## src/rtl/mem_pkg.sv

```systemverilog
// Shared definitions for the cache-to-RAM arbiter: widths, FSM encoding and RAM command constants.
package mem_pkg;

  localparam int ADDR_W = 10;
  localparam int LINE_W = 20;

  typedef enum logic [1:0] {
    IDLE = 2'b00,
    BUSY = 2'b01,
    DONE = 2'b10
  } arb_state_e;

  localparam logic MEM_READ  = 1'b0;
  localparam logic MEM_WRITE = 1'b1;

endpackage

```

## src/rtl/mem_arbiter_rr_pick2.sv

```systemverilog
// Two-way round-robin selector: on a tie the port that did not win last time is chosen.
module rr_pick2 (
  input  logic req0_i,
  input  logic req1_i,
  input  logic last_grant_i,
  output logic valid_o,
  output logic winner_o
);

  always_comb begin
    valid_o  = req0_i | req1_i;
    winner_o = 1'b0;
    if (req0_i && req1_i) begin
      winner_o = ~last_grant_i;
    end else if (req1_i) begin
      winner_o = 1'b1;
    end
  end

endmodule

```

## src/rtl/mem_arbiter.sv

```systemverilog
// Shares one RAM between the instruction cache (port 0) and data cache (port 1):
// round-robin grant, one transaction in flight, optional watchdog abort.
module mem_arbiter #(
  parameter int ADDR_W  = mem_pkg::ADDR_W,
  parameter int LINE_W  = mem_pkg::LINE_W,
  parameter int TIMEOUT = 16
) (
  input  logic              clk,
  input  logic              rst,
  input  logic              req0,
  input  logic              req1,
  input  logic              rw0,
  input  logic              rw1,
  input  logic [ADDR_W-1:0] addr0,
  input  logic [ADDR_W-1:0] addr1,
  input  logic [LINE_W-1:0] wdata0,
  input  logic [LINE_W-1:0] wdata1,
  output logic [LINE_W-1:0] rdata0,
  output logic [LINE_W-1:0] rdata1,
  output logic              ready0,
  output logic              ready1,
  output logic              err0,
  output logic              err1,
  output logic              mem_req,
  output logic              mem_rw,
  output logic [ADDR_W-1:0] mem_addr,
  output logic [LINE_W-1:0] mem_wdata,
  input  logic [LINE_W-1:0] mem_rdata,
  input  logic              mem_ready,
  output logic [1:0]        dbg_state
);
  import mem_pkg::*;

  // The counter only needs to reach TIMEOUT-1; with the watchdog off it just wraps.
  localparam int               CNT_W    = (TIMEOUT > 1) ? $clog2(TIMEOUT) : 1;
  localparam logic [CNT_W-1:0] CNT_LAST = CNT_W'((TIMEOUT > 0) ? TIMEOUT - 1 : 0);
  localparam logic             WD_EN    = (TIMEOUT != 0);

  arb_state_e        state_q;
  logic              last_q, gnt_q;
  logic [CNT_W-1:0]  cnt_q;
  logic              mem_req_q, mem_rw_q;
  logic [ADDR_W-1:0] mem_addr_q;
  logic [LINE_W-1:0] mem_wdata_q, rdata0_q, rdata1_q, cap_line;
  logic [1:0]        ready_q, err_q;
  logic              pick_valid, pick_winner;

  rr_pick2 u_pick (
    .req0_i       (req0),
    .req1_i       (req1),
    .last_grant_i (last_q),
    .valid_o      (pick_valid),
    .winner_o     (pick_winner)
  );

  assign cap_line = (mem_rw_q == MEM_WRITE) ? '0 : mem_rdata;

  always_ff @(posedge clk) begin
    if (rst) begin
      state_q     <= IDLE;
      last_q      <= 1'b1;
      gnt_q       <= 1'b0;
      cnt_q       <= '0;
      mem_req_q   <= 1'b0;
      mem_rw_q    <= 1'b0;
      mem_addr_q  <= '0;
      mem_wdata_q <= '0;
      rdata0_q    <= '0;
      rdata1_q    <= '0;
      ready_q     <= 2'b00;
      err_q       <= 2'b00;
    end else begin
      case (state_q)
        IDLE: begin
          if (pick_valid) begin
            gnt_q       <= pick_winner;
            last_q      <= pick_winner;
            cnt_q       <= '0;
            mem_req_q   <= 1'b1;
            mem_rw_q    <= pick_winner ? rw1 : rw0;
            mem_addr_q  <= pick_winner ? addr1 : addr0;
            mem_wdata_q <= pick_winner ? wdata1 : wdata0;
            state_q     <= BUSY;
          end
        end
        BUSY: begin
          cnt_q <= cnt_q + 1'b1;
          // A completion in the same cycle as the deadline still counts as success.
          if (mem_ready) begin
            if (gnt_q) rdata1_q <= cap_line;
            else       rdata0_q <= cap_line;
            mem_req_q      <= 1'b0;
            ready_q[gnt_q] <= 1'b1;
            err_q[gnt_q]   <= 1'b0;
            state_q        <= DONE;
          end else if (WD_EN && cnt_q == CNT_LAST) begin
            if (gnt_q) rdata1_q <= '0;
            else       rdata0_q <= '0;
            mem_req_q      <= 1'b0;
            ready_q[gnt_q] <= 1'b1;
            err_q[gnt_q]   <= 1'b1;
            state_q        <= DONE;
          end
        end
        DONE: begin
          ready_q <= 2'b00;
          err_q   <= 2'b00;
          state_q <= IDLE;
        end
        default: state_q <= IDLE;
      endcase
    end
  end

  assign rdata0    = rdata0_q;
  assign rdata1    = rdata1_q;
  assign ready0    = ready_q[0];
  assign ready1    = ready_q[1];
  assign err0      = err_q[0];
  assign err1      = err_q[1];
  assign mem_req   = mem_req_q;
  assign mem_rw    = mem_rw_q;
  assign mem_addr  = mem_addr_q;
  assign mem_wdata = mem_wdata_q;
  assign dbg_state = state_q;

endmodule

```

## config.mk

```make
export PLATFORM = sky130hd
export DESIGN_NAME = mem_arbiter
export DESIGN_NICKNAME = d
export VERILOG_FILES = /design/src/rtl/mem_pkg.sv /design/src/rtl/mem_arbiter_rr_pick2.sv /design/src/rtl/mem_arbiter.sv
export SDC_FILE = /design/constraint.sdc
export NUM_CORES = 1
export LEC_CHECK = 0
export CORE_MARGIN = 2
export CORE_UTILIZATION = 40
export CTS_BUF_LIST = sky130_fd_sc_hd__clkbuf_4 sky130_fd_sc_hd__clkbuf_8
export DETAILED_ROUTE_END_ITERATION = 10
export PLACE_DENSITY_LB_ADDON = 0.3
export SLEW_MARGIN = 20
export SYNTH_ARGS = -nofsm -noshare
export SYNTH_HDL_FRONTEND = slang
export SYNTH_SLANG_ARGS = --single-unit
```

## constraint.sdc

```tcl
create_clock -name clk -period 1.61 [get_ports clk]
set_input_delay 0.2415 -clock clk [delete_from_list [all_inputs] [get_ports clk]]
set_output_delay 0.2415 -clock clk [all_outputs]
set_load 0.1 [all_outputs]
```

==> PnR_summary.wiki, run 1 <==
{| class="wikitable"
! Metric !! Value
|-
| Cell Pwr Density || 1030 nW/µm²
|-
| Number of hold violations in the final report || 0
|-
| Global placement routability congestion || 0.797
|-
| Port buffer count || 164
|-
| Number of antenna violations at the first check in global routing || 0
|-
| Detail-routed net length per standard cell || 17.5 µm
|-
| Highest-utilization routing layer at the global route stage || met2
|-
| Total clock buffers created by CTS || 9
|-
| Initial standard-cell utilization of the core || 40.8%
|-
| Post-synthesis cell count || 338
|-
| Synthesis-stage register bit count || 84
|-
| Pre-CTS setup slack || -0.269 ns
|-
| Slew at the pin closest to its max-slew limit || 0.512 ns
|-
| Die outline height || 94.8 µm
|-
| Post-layout worst setup margin || 0.120 ns
|-
| CTS HTree Levels || 3
|-
| Wire length of the first global-routing pass || 16200 µm
|-
| Lkg Pwr || 2.32 nW
|-
| Synthesis-to-finish area growth || 86.0%
|-
| I/O pins || 165
|-
| Syn. warnings || 0
|-
| Sum of negative setup slack || 0 ns
|-
| Share of cells above drive strength 1 || 25.6%
|-
| Type of the worst setup path || flop to flop
|-
| Total routing usage reported by global routing || 23.2%
|-
| Core area || 8090 µm²
|-
| Root cell of the clock tree || sky130_fd_sc_hd__clkbuf_8
|-
| Pins over their slew limit || 0
|-
| Quantity of hold-fixing buffers added after cts || 0
|-
| Worst Hold Slack || 0.302 ns
|-
| PnR Total Power || 0.00629 W
|-
| Final critical-path share of the clock period || 92.6%
|-
| Peak Freq || 0.671 GHz
|-
| Setup fix buffers added after clock tree synthesis || 0
|-
| Worst Clk Skew || 0.00904 ns
|-
| Die Wd || 94.8 µm
|-
| Endpoint arrival time on the critical path || 1.78 ns
|-
| Net total in the final layout || 583
|-
| Wire length after detailed routing || 10600 µm
|-
| Final setup violation count || 0
|-
| Unrepaired setup endpoints after global routing || no
|-
| Fraction of met1 tracks used by global routing || 26.9%
|-
| Met2 Usage GRT || 39.2%
|-
| Clock period minus final worst setup slack || 1.49 ns
|-
| Run status || finished, final reports clean
|-
| Netlist area before placement || 3300 µm²
|-
| Number of antenna diodes || 0
|-
| Setup slack, reg-to-reg || 0.12 ns
|-
| DR vias || 3422
|-
| Clock insertion delay at the later pin of the skew report || 0.35 ns
|-
| Distinct cells, synth || 31
|-
| Count of nets left with antenna violations after detail routing || 0
|-
| Router iterations before antenna repair || 5
|-
| Clk pin slew, worst setup/hold paths || 0.08 ns
|-
| Maximum ir drop on the vdd rail || 0.000630 V
|-
| Number of nets produced by synthesis || 426
|-
| Total global routing overflow || 0
|-
| Max-cap check violation count || 0
|-
| Clock net sink count || 84
|-
| Worst-case headroom to the max-slew limit || 65.7%
|-
| Half-perimeter wire length of the detailed placement result || 7710 µm
|-
| Full die area || 8990 µm²
|-
| DRC errors left || 0
|-
| Longest Clk Path Bufs || 2
|-
| Mean instance size in the synthesized netlist || 9.77 µm²
|-
| Number of global-route vias before repair || 3312
|-
| CTS tree || yes
|-
| Max Fanout on Critical Path || 20
|-
| Via count normalized by instance count || 5.66
|-
| Number of design-rule violations left by the first detailed-router iteration || 126
|-
| CP endpoint kind || flop
|-
| Element type at the critical path start || flop
|-
| Required time reported for the critical path endpoint || 1.90 ns
|-
| Number of rows in the core area || 33
|-
| Met3 GRT Util || 7.50%
|-
| Type of the most critical hold path || input port to flop
|-
| Largest net degree at the start of global routing || 41
|-
| Sequential-to-total area share from yosys stat || 50.9%
|-
| Finished Core Util || 75.9%
|}
-- state kept, by name (all words and copies together), names as in the netlist, 2 cells and up --
name	flops
cnt_q	4
dbg_state	2
err_q	2
mem_addr	10
mem_wdata	20
rdata0	20
rdata1	20
ready_q	2
-- final timing paths --
kind / from / endpoint / cells past startpoint
max reg2reg: cnt_q[0]$_SDFFE_PP0P_ / rdata0[14]$_SDFFE_PP0P_ / 5
min reg2reg: cnt_q[0]$_SDFFE_PP0P_ / cnt_q[0]$_SDFFE_PP0P_ / 1
max: cnt_q[0]$_SDFFE_PP0P_ / rdata0[14]$_SDFFE_PP0P_ / 5
min: rst / mem_rw$_SDFFE_PP0P_ / 2
-- cell usage in the layout, fill, tap and decap left out, types with 3 or more instances in the layout --
master                            instances
sky130_fd_sc_hd__nand2_1                 66
sky130_fd_sc_hd__buf_12                  86
sky130_fd_sc_hd__nor2_4                   3
sky130_fd_sc_hd__nand3_1                  4
sky130_fd_sc_hd__a21oi_1                 38
sky130_fd_sc_hd__a311oi_1                31
sky130_fd_sc_hd__clkdlybuf4s50_1         85
sky130_fd_sc_hd__nor2_1                   4
sky130_fd_sc_hd__clkbuf_8                10
sky130_fd_sc_hd__buf_4                   10
sky130_fd_sc_hd__dfxtp_1                 81
sky130_fd_sc_hd__nor2b_1                  4
sky130_fd_sc_hd__o21ai_0                  4
sky130_fd_sc_hd__a32o_1                  42
-- cell families after synthesis --
| kind of cell | synth area share (%) |
|---|---|
| AO/OA/AOI/OAI | 29.8 |
| adder cells (fa/ha/maj) | 0.379 |
| buffers and inverters | 6.29 |
| flip-flops | 50.9 |
| AND/OR/NAND/NOR | 12.6 |
-- cell type report --
cell class	instances	area [µm²]
sequential	84	1690
inverter	1	3.75
clock inverter	6	93.8
tap	105	131
multi-input combinational	217	1430
timing repair buffer	182	2650
clock buffer	10	138
fill	531	1950
-- metal layers --
layer  share of wire (%)  vias to the layer above
li1                    -                     1591
met1                  39                     1636
met2                  49                      175
met3                 9.4                       20
met4                 2.2                        0
met5                   0                        -
-- stage by stage --
| step | std cells | area (µm²) |
|---|---|---|
| CTS | 605 | 6130 |
| detailed placement | 588 | 5900 |
| floorplan | 338 | 3310 |
| finish | 605 | 6140 |
| global route | 605 | 6140 |
| global placement | 588 | 5900 |
-- cell usage after synthesis --
cell,n,area share (%)
sky130_fd_sc_hd__or4_1,1,0.23
sky130_fd_sc_hd__a32o_1,42,13
sky130_fd_sc_hd__nor3_1,2,0.30
sky130_fd_sc_hd__nor2_4,2,0.68
sky130_fd_sc_hd__a2111oi_0,1,0.27
sky130_fd_sc_hd__dfxtp_1,84,51
sky130_fd_sc_hd__a31oi_1,1,0.19
sky130_fd_sc_hd__o21ai_0,4,0.61
sky130_fd_sc_hd__a21oi_1,39,5.9
sky130_fd_sc_hd__nand2_1,66,7.5
sky130_fd_sc_hd__nor3b_2,1,0.38
sky130_fd_sc_hd__a31o_2,1,0.27
sky130_fd_sc_hd__a21boi_2,1,0.34
sky130_fd_sc_hd__ha_1,1,0.38
sky130_fd_sc_hd__and3b_1,1,0.27
sky130_fd_sc_hd__a211oi_1,2,0.45
sky130_fd_sc_hd__nor3b_4,1,0.57
sky130_fd_sc_hd__inv_1,1,0.11
sky130_fd_sc_hd__a21bo_2,1,0.30
sky130_fd_sc_hd__nor2_1,4,0.45
sky130_fd_sc_hd__nor2b_1,4,0.76
sky130_fd_sc_hd__a21oi_2,1,0.27
sky130_fd_sc_hd__a311oi_1,31,8.2
sky130_fd_sc_hd__nand3b_1,2,0.45
sky130_fd_sc_hd__o31ai_1,1,0.23
sky130_fd_sc_hd__or2_2,2,0.38
sky130_fd_sc_hd__nand3_1,4,0.61
sky130_fd_sc_hd__buf_2,22,3.3
sky130_fd_sc_hd__buf_4,4,0.91
sky130_fd_sc_hd__clkbuf_1,8,0.91
sky130_fd_sc_hd__buf_6,3,1.0
-- critical path, stage by stage (launching register included) --
cell and delay, ns:
sky130_fd_sc_hd__dfxtp_1 0.34, sky130_fd_sc_hd__ha_1 0.25, sky130_fd_sc_hd__a31o_2 0.31, sky130_fd_sc_hd__a21oi_2 0.19
sky130_fd_sc_hd__buf_12 0.18, sky130_fd_sc_hd__a32o_1 0.14
-- power by group --
| part | switching, W | internal (W) |
|---|---|---|
| registers | 0.000148 | 0.00221 |
| logic | 0.00135 | 0.000866 |
| clock network | 0.000790 | 0.000930 |
| total | 0.00229 | 0.00401 |
-- repair_timing --
action | in CTS | in global routing
resized for setup | 0 | 1
setup endpoints to repair | 1 | 15
pin swaps | 1 | 0
gates cloned | 1 | 0
No activity file was read; power rests on OpenSTA's default activity.
==> run 2: changes to the inputs <==
Settings changed: PLACE_DENSITY from default to 0.78, PLACE_DENSITY_LB_ADDON 0.3 to default.
==> run 2 against run 1 <==
- sequential share of layout area fell by 0.067 points
- combinational power barely moved
- global-route usage rose by 1.1 points
- clock-buffer cell count unchanged
- hold slack better by 0.15 ns
- sequential power is essentially flat
- via count is 2.2% lower
- routed wire length rose by 2.4%
==> PnR_summary.wiki, run 2 (synthesized netlist as in run 1, its figures left out) <==
{| class="wikitable"
! Metric !! Value
|-
| Run status || finished, final reports clean
|-
| Number of rows in the core area || 33
|-
| Clock net sink count || 84
|-
| Post-layout worst setup margin || 0.0784 ns
|-
| Lkg Pwr || 2.34 nW
|-
| Wire length of the first global-routing pass || 17000 µm
|-
| Detail-routed net length per standard cell || 17.8 µm
|-
| Synthesis-to-finish area growth || 86.5%
|-
| Number of design-rule violations left by the first detailed-router iteration || 159
|-
| Number of antenna diodes || 0
|-
| Worst Clk Skew || 0.0124 ns
|-
| Combinational fraction of design power || 34.9%
|-
| Full die area || 8990 µm²
|-
| Endpoint arrival time on the critical path || 1.83 ns
|-
| Final setup violation count || 0
|-
| Number of antenna violations at the first check in global routing || 0
|-
| Worst-case headroom to the max-slew limit || 67.9%
|-
| DR vias || 3346
|-
| Switching portion of total power || 36.5%
|-
| Via count normalized by instance count || 5.49
|-
| Slew at the pin closest to its max-slew limit || 0.480 ns
|-
| Cell Pwr Density || 1030 nW/µm²
|-
| Max Fanout on Critical Path || 10
|-
| CTS tree || yes
|-
| Maximum ir drop on the vdd rail || 0.000621 V
|-
| Required time reported for the critical path endpoint || 1.91 ns
|-
| Type of the worst setup path || flop to flop
|-
| Switching power || 0.00230 W
|-
| Int Pwr || 0.00401 W
|-
| I/O pins || 165
|-
| Router iterations before antenna repair || 4
|-
| Type of the most critical hold path || input port to flop
|-
| Layout fillers || 541
|-
| Footprint of the multi-input gates || 1430 µm²
|-
| Finished Core Util || 76.1%
|-
| Longest Clk Path Bufs || 2
|-
| Die Wd || 94.8 µm
|-
| Half-perimeter wire length of the detailed placement result || 7560 µm
|-
| Wire length after detailed routing || 10900 µm
|-
| Clk pin slew, worst setup/hold paths || 0.09 ns
|-
| Worst Hold Slack || 0.453 ns
|-
| Final critical-path share of the clock period || 95.1%
|-
| Share of total power in the clock network || 27.6%
|-
| Relative contribution of sequential cells to total power || 37.5%
|-
| Net total in the final layout || 587
|-
| Initial standard-cell utilization of the core || 40.8%
|-
| Pre-CTS setup slack || -0.303 ns
|-
| DRC errors left || 0
|-
| Clock insertion delay at the later pin of the skew report || 0.35 ns
|-
| Peak Freq || 0.653 GHz
|-
| Unrepaired setup endpoints after global routing || yes
|-
| Leading cell types in the layout, fill and taps excluded || sky130_fd_sc_hd__clkdlybuf4s50_1, sky130_fd_sc_hd__buf_12, sky130_fd_sc_hd__dfxtp_1
|-
| Number of hold violations in the final report || 0
|-
| Element type at the critical path start || flop
|-
| Total clock buffers created by CTS || 9
|-
| Die outline height || 94.8 µm
|-
| Count of nets left with antenna violations after detail routing || 0
|-
| Share of cells above drive strength 1 || 26.0%
|-
| Total routing usage reported by global routing || 24.2%
|-
| Setup fix buffers added after clock tree synthesis || 0
|-
| Pins over their slew limit || 0
|-
| Largest net degree at the start of global routing || 41
|-
| Total global routing overflow || 0
|-
| CTS HTree Levels || 3
|-
| Root cell of the clock tree || sky130_fd_sc_hd__clkbuf_8
|-
| Port buffer count || 164
|-
| Core area || 8090 µm²
|-
| CP endpoint kind || flop
|-
| FF+latch area || 1690 µm²
|-
| Clock period minus final worst setup slack || 1.53 ns
|-
| Global placement routability congestion || 0.776
|-
| Number of global-route vias before repair || 3408
|-
| Leading cell type in the layout, fill and taps excluded || sky130_fd_sc_hd__clkdlybuf4s50_1
|-
| Max-cap check violation count || 0
|}
==> run 2: cell types whose count changed in the layout (fill, tap and decap cells not counted) <==
cell,change
sky130_fd_sc_hd__buf_6,+1
sky130_fd_sc_hd__clkdlybuf4s50_1,+1
sky130_fd_sc_hd__clkinv_4,+1
sky130_fd_sc_hd__buf_4,+5
sky130_fd_sc_hd__buf_12,-2
sky130_fd_sc_hd__clkinvlp_4,-1
sky130_fd_sc_hd__buf_2,-1
==> run 2: per-layer routing <==
metal  wire (µm)  global-route usage, %  up-vias  part of all wire [%]
met4         106                   7.85        0                  0.98
met2        5530                   43.1      168                    51
met3        1190                   8.30       12                    11
li1            -                      -     1603                     -
met1        4030                   27.1     1563                    37
met5           0                      0        -                     0
==> run 2: cell type report <==
cell class,instances,area share (%)
Sequential cell,84,27.4
Inverter,1,0.0610
Tap cell,105,2.13
Timing Repair Buffer,186,43.3
Clock buffer,10,2.24
Multi-Input combinational cell,217,23.3
Clock inverter,6,1.55
==> run 2: worst max-delay path, stage by stage (launching register included) <==
cell	delay [ns]
sky130_fd_sc_hd__dfxtp_1	0.34
sky130_fd_sc_hd__ha_1	0.25
sky130_fd_sc_hd__a31o_2	0.32
sky130_fd_sc_hd__a21oi_2	0.20
sky130_fd_sc_hd__buf_4	0.23
sky130_fd_sc_hd__a32o_1	0.14
==> run 2: worst paths after layout <==
| path | startpoint | end | cells past startpoint | slack [ns] |
|---|---|---|---|---|
| max reg2reg | cnt_q[0]$_SDFFE_PP0P_ | rdata0[18]$_SDFFE_PP0P_ | 5 | 0.08 |
| min reg2reg | cnt_q[1]$_SDFFE_PP0P_ | cnt_q[1]$_SDFFE_PP0P_ | 2 | 0.51 |
| min | addr0[2] | mem_addr[2]$_SDFFE_PP0P_ | 3 | 0.45 |
| max | cnt_q[0]$_SDFFE_PP0P_ | rdata0[18]$_SDFFE_PP0P_ | 5 | 0.08 |
==> run 2: timing repair <==
item,4_1_cts,5_1_grt
setup endpoints to repair,22,20
gates resized for setup,1,4
hold buffers,0,0
endpoints found under the hold margin,0,0
gates cloned,1,1
==> run 2: metrics by stage <==
stage | TNS [ns] | cell area [µm²] | cells | power, W
final | 0 | 6150 | 609 | 0.00632
after global routing | -0.0545 | 6150 | 609 | 0.00654
after CTS | 0 | 6140 | 608 | 0.00635
after detailed placement | -8.46 | 5900 | 591 | 0.00460
after global placement | -6.07 | 5900 | 591 | 0.00457
after floorplan | 0 | 3310 | 338 | 0.00365
==> run 2: power groups by stage <==
stage | Combinational, W | Clock [W] | Sequential, W
final | 0.00220 | 0.00175 | 0.00237
after global routing | 0.00230 | 0.00186 | 0.00239
after CTS | 0.00220 | 0.00177 | 0.00237
after detailed placement | 0.00219 | 0 | 0.00241
after global placement | 0.00216 | 0 | 0.00241
after floorplan | 0.000426 | 0 | 0.00322
==> patch 1, RTL diff (config.mk and constraints of run 1) <==
The package constant `ADDR_W` goes from 10 to 9.
--- a/src/rtl/mem_pkg.sv
+++ b/src/rtl/mem_pkg.sv
@@ -3,3 +3,3 @@
 
-  localparam int ADDR_W = 10;
+  localparam int ADDR_W = 9;
   localparam int LINE_W = 20;
Interface: changed (resized addr0, addr1 and mem_addr); port bits go from 165 to 162. No check against the original RTL was run, so the function may have changed too.
==> patch 1 against run 1 <==
Synthesized area rose by 1.9%; hold slack better by 110 ps; largest cell class unchanged; die area rose by 1.8%; utilization decreased by 0.078 points; total power up 2.7%; clock power rose by 12%; critical path type unchanged; design area rose by 0.92%; sequential cell count shrank 1; routed wire length fell by 8.3%; critical endpoint is now rdata0[7]$_SDFFE_PP0P_; critical path depth stayed put; setup slack better by 19 ps.
==> patch 1: results (changes against run 1) <==
gpl congestion=0.834 (+4.7%); largest net degree at the start of global routing=34 (-17%); layout cell share with drive strength beyond 1=28.6% (+3.0 points); VDD IR-drop max=0.609 mV (-3.3%); Synth Net Count=420 (-1.4%); Synth cell types=37 (+19%); Final Skew=11.2 ps (+2.15 ps); layout buffering overhead excluding clock cells=42.9% (-0.35 points); Final HPWL DP=7270 um (-5.6%); sequential share of cell area=26.9% (-0.61 points); num sequential=83 (-1.2%); Worst-Margin Slew=424 ps (-88.1 ps); met3 Use GR=6.34% (-1.2 points); non-clock buffer count=183 (+0.55%); flop2flop setup slack=140 ps (+20 ps); IO buf count=161 (-1.8%); Total Wirelength=9720 um (-8.3%); status=finished clean; Syn Inst Count=334 (-1.2%); ant diodes=0 (unchanged); drt initial violations=89 (-29%); Multi-In Gates=216 (-0.46%); CP peak stage delay=340 ps (about the same); drt pass-1 iters=4 (-1); top post-synthesis cells by area=dfxtp_1 49%, a22o_1 10%, nand2_1 6.9%, a21oi_1 5.2%, a311oi_1 5.2%; Lkg Pwr=2.40 nW (+3.6%); Logic inverters=3 (+2); Vias=3249 (-5.1%); Data arrival, critical path=1750 ps (-30 ps); nets=582 (-0.17%); top cells by count, synth=83 x dfxtp_1, 62 x nand2_1, 40 x a22o_1; placed cell count=590 (+0.34%); met2 Use GR=35.3% (-3.9 points); CP max-delay cell=dfxtp_1; Multi-input gate area=0.00147 mm2 (+2.7%); fillers=529 (-0.38%)
[patch 1: critical path, delay by kind of cell, from the launching register on]
kind / cells / cell delay [ps]
DFF: 1 / 340
AOI/OAI and AO/OA: 3 / 660
adders and majority gates: 1 / 220
buffers and inverters: 1 / 190
[patch 1: power breakdown]
group / total (mW) / switching, mW / internal [mW]
clock: 1.92 / 0.733 / 1.19
sequential: 2.34 / 0.154 / 2.19
combinational: 2.20 / 1.32 / 0.885
[patch 1: worst paths after layout]
check,startpoint,end,cells after the start
setup reg to reg,cnt_q[0]$_SDFFE_PP0P_,rdata0[7]$_SDFFE_PP0P_,5
hold reg to reg,cnt_q[1]$_SDFFE_PP0P_,cnt_q[1]$_SDFFE_PP0P_,2
hold / removal,rst,dbg_state[0]$_SDFFE_PP0P_,3
setup / recovery,cnt_q[0]$_SDFFE_PP0P_,rdata0[7]$_SDFFE_PP0P_,5
[patch 1: cells by family (layout without fill, tap and decap cells)]
| family | Yosys count | count (layout) | synth area share (%) |
|---|---|---|---|
| and+or+nand+nor | 89 | 89 | 13.1 |
| adders and majority gates | 1 | 1 | 0.372 |
| buffers and inverters | 35 | 201 | 7.22 |
| DFF | 83 | 83 | 49.4 |
| AOI/OAI and AO/OA | 126 | 126 | 29.9 |
[patch 1: per-layer routing]
metal,part of all wire (%),vias up
met3,9.2,19
li1,-,1569
met5,0,-
met4,1.9,0
met1,40,1516
met2,49,145
[patch 1: metrics by stage]
stage / setup TNS (ps) / hold slack [ps] / instance area [um2] / setup slack [ps]
2_1_floorplan: 0 / 367 / 3370 / 12.7
3_3_place_gp: -19.1 / 481 / 5930 / -19.1
3_5_place_dp: -2200 / 493 / 5930 / -78.9
4_1_cts: 0 / 394 / 6200 / 133
5_1_grt: 0 / 416 / 6200 / 63.6
6_report: 0 / 411 / 6200 / 139
==> patch 2, RTL diff (flow settings as in run 1) <==
Made on the original files. Make the reset (`rst`) asynchronous in one clocked block.
--- a/src/rtl/mem_arbiter.sv
+++ b/src/rtl/mem_arbiter.sv
@@ -57,3 +57,3 @@
 
-  always_ff @(posedge clk) begin
+  always_ff @(posedge clk or posedge rst) begin
     if (rst) begin
Check against the original RTL: differs if rst is asserted again (counterexample within 4 cycles, from zero or initial values and one cycle with rst high); with rst held inactive, the same outputs for 10 cycles.
==> patch 2 against run 1 <==
Die area grew 16%; utilization decreased by 2.6 points; count of clock-buffer cells in the layout shrank 1; sequential cell count unchanged; design area increased by 11%; setup slack got worse by 110 ps; synthesized area up 17%; routed wire length decreased by 6.6%; critical path type unchanged; critical endpoint is now mem_wdata[3]$_DFFE_PP0P_.
Power is left out: the tool's default activity adds up to more than one toggle a clock period on the data nets, which glitch-free logic cannot reach.
==> patch 2: results (changes against run 1) <==
worst r2r path cells=4 (-1); FFs w/ async S/R, synth=100% (+100 points); layout buffering overhead excluding clock cells=39.0% (-4.2 points); Vias=2878 (-16%); mux cell area share after synthesis=24.3% (+24 points); met1 usage=22.9% (-4.0 points); placed cell count=542 (-7.8%); routed length on met2=5080 um (-2.3%); drt initial violations=120 (-4.8%); clk tree area frac=3.47% (-0.30 points); Routed WL per cell=17.7 um (+1.2%); Metal-1 WL=4010 um (-4.0%); Final HPWL DP=7180 um (-6.9%); Synth Net Count=345 (-19%); metal3 WL=745 um (-25%); flop2flop setup slack=9 ps (-110 ps); CP Max Fanout=12 (-40%); Logic inverters=5 (+4); Tot GR Track Use=19.0% (-4.2 points); Final Skew=9.49 ps (+0.455 ps); sequential share of cell area=31.0% (+3.5 points); vias in the first global route=3040 (-8.2%); placed cell area=0.00651 mm2 (+10%); Total Wirelength=9900 um (-6.6%); largest net degree at the start of global routing=43 (+4.9%); met2 Use GR=32.9% (-6.3 points); worst r2r dst=mem_wdata[3]$_DFFE_PP0P_; Slew HR=79.5% (+14 points); post-CTS sizing=1 (+1); clkbuf count=9 (-1); non-clock buffer count=178 (-2.2%); Multi-input gate area=0.00162 mm2 (+13%); status=finished clean; Data arrival, critical path=1820 ps (+40 ps); CORE AREA=0.00928 mm2 (+15%); sequential fraction of the synthesis area=54.6% (+3.7 points); nets=513 (-12%); fillers=620 (+17%); Setup Slack @ Placement=-269 ps (-0.00400 ps); CP peak stage delay=550 ps (+210 ps); top cells by count, synth=83 x dfrtp_1, 53 x mux2_4, 40 x a32o_1; CP top delay family=flip-flops; Synth Area in Adders=0.325% (-0.054 points); first-pass GRT wire length=15300 um (-6.0%); gpl congestion=0.780 (-2.2%); Synth cell types=33 (+6.5%); Synth Area per Inst=15.0 um2 (+53%)
## patch 2: cell count changes in the layout (fill, tap and decap cells not counted), moves of 4 or more
cell      change
buf_4         -6
mux2_2        +4
nand3_1       -4
dfxtp_1      -81
a21oi_1      -33
mux2i_1       +4
a311oi_1     -31
dfrtp_1      +80
nand2_1      -57
mux2_4       +58
## patch 2: worst max path at each step
stage | start | endpoint | slack, ps | cells after the start
floorplan | dbg_state[1]$_DFFE_PP0P_ | mem_rw$_DFFE_PP0P_ | -60 | 3
global placement | req1 | mem_wdata[17]$_DFFE_PP0P_ | -230 | 5
detailed placement | req1 | mem_addr[4]$_DFFE_PP0P_ | -270 | 5
CTS | last_q$_DFFE_PP1P_ | mem_wdata[16]$_DFFE_PP0P_ | 0.8 | 4
global route | last_q$_DFFE_PP1P_ | mem_wdata[17]$_DFFE_PP0P_ | -20 | 4
finish | last_q$_DFFE_PP1P_ | mem_wdata[3]$_DFFE_PP0P_ | 9 | 4
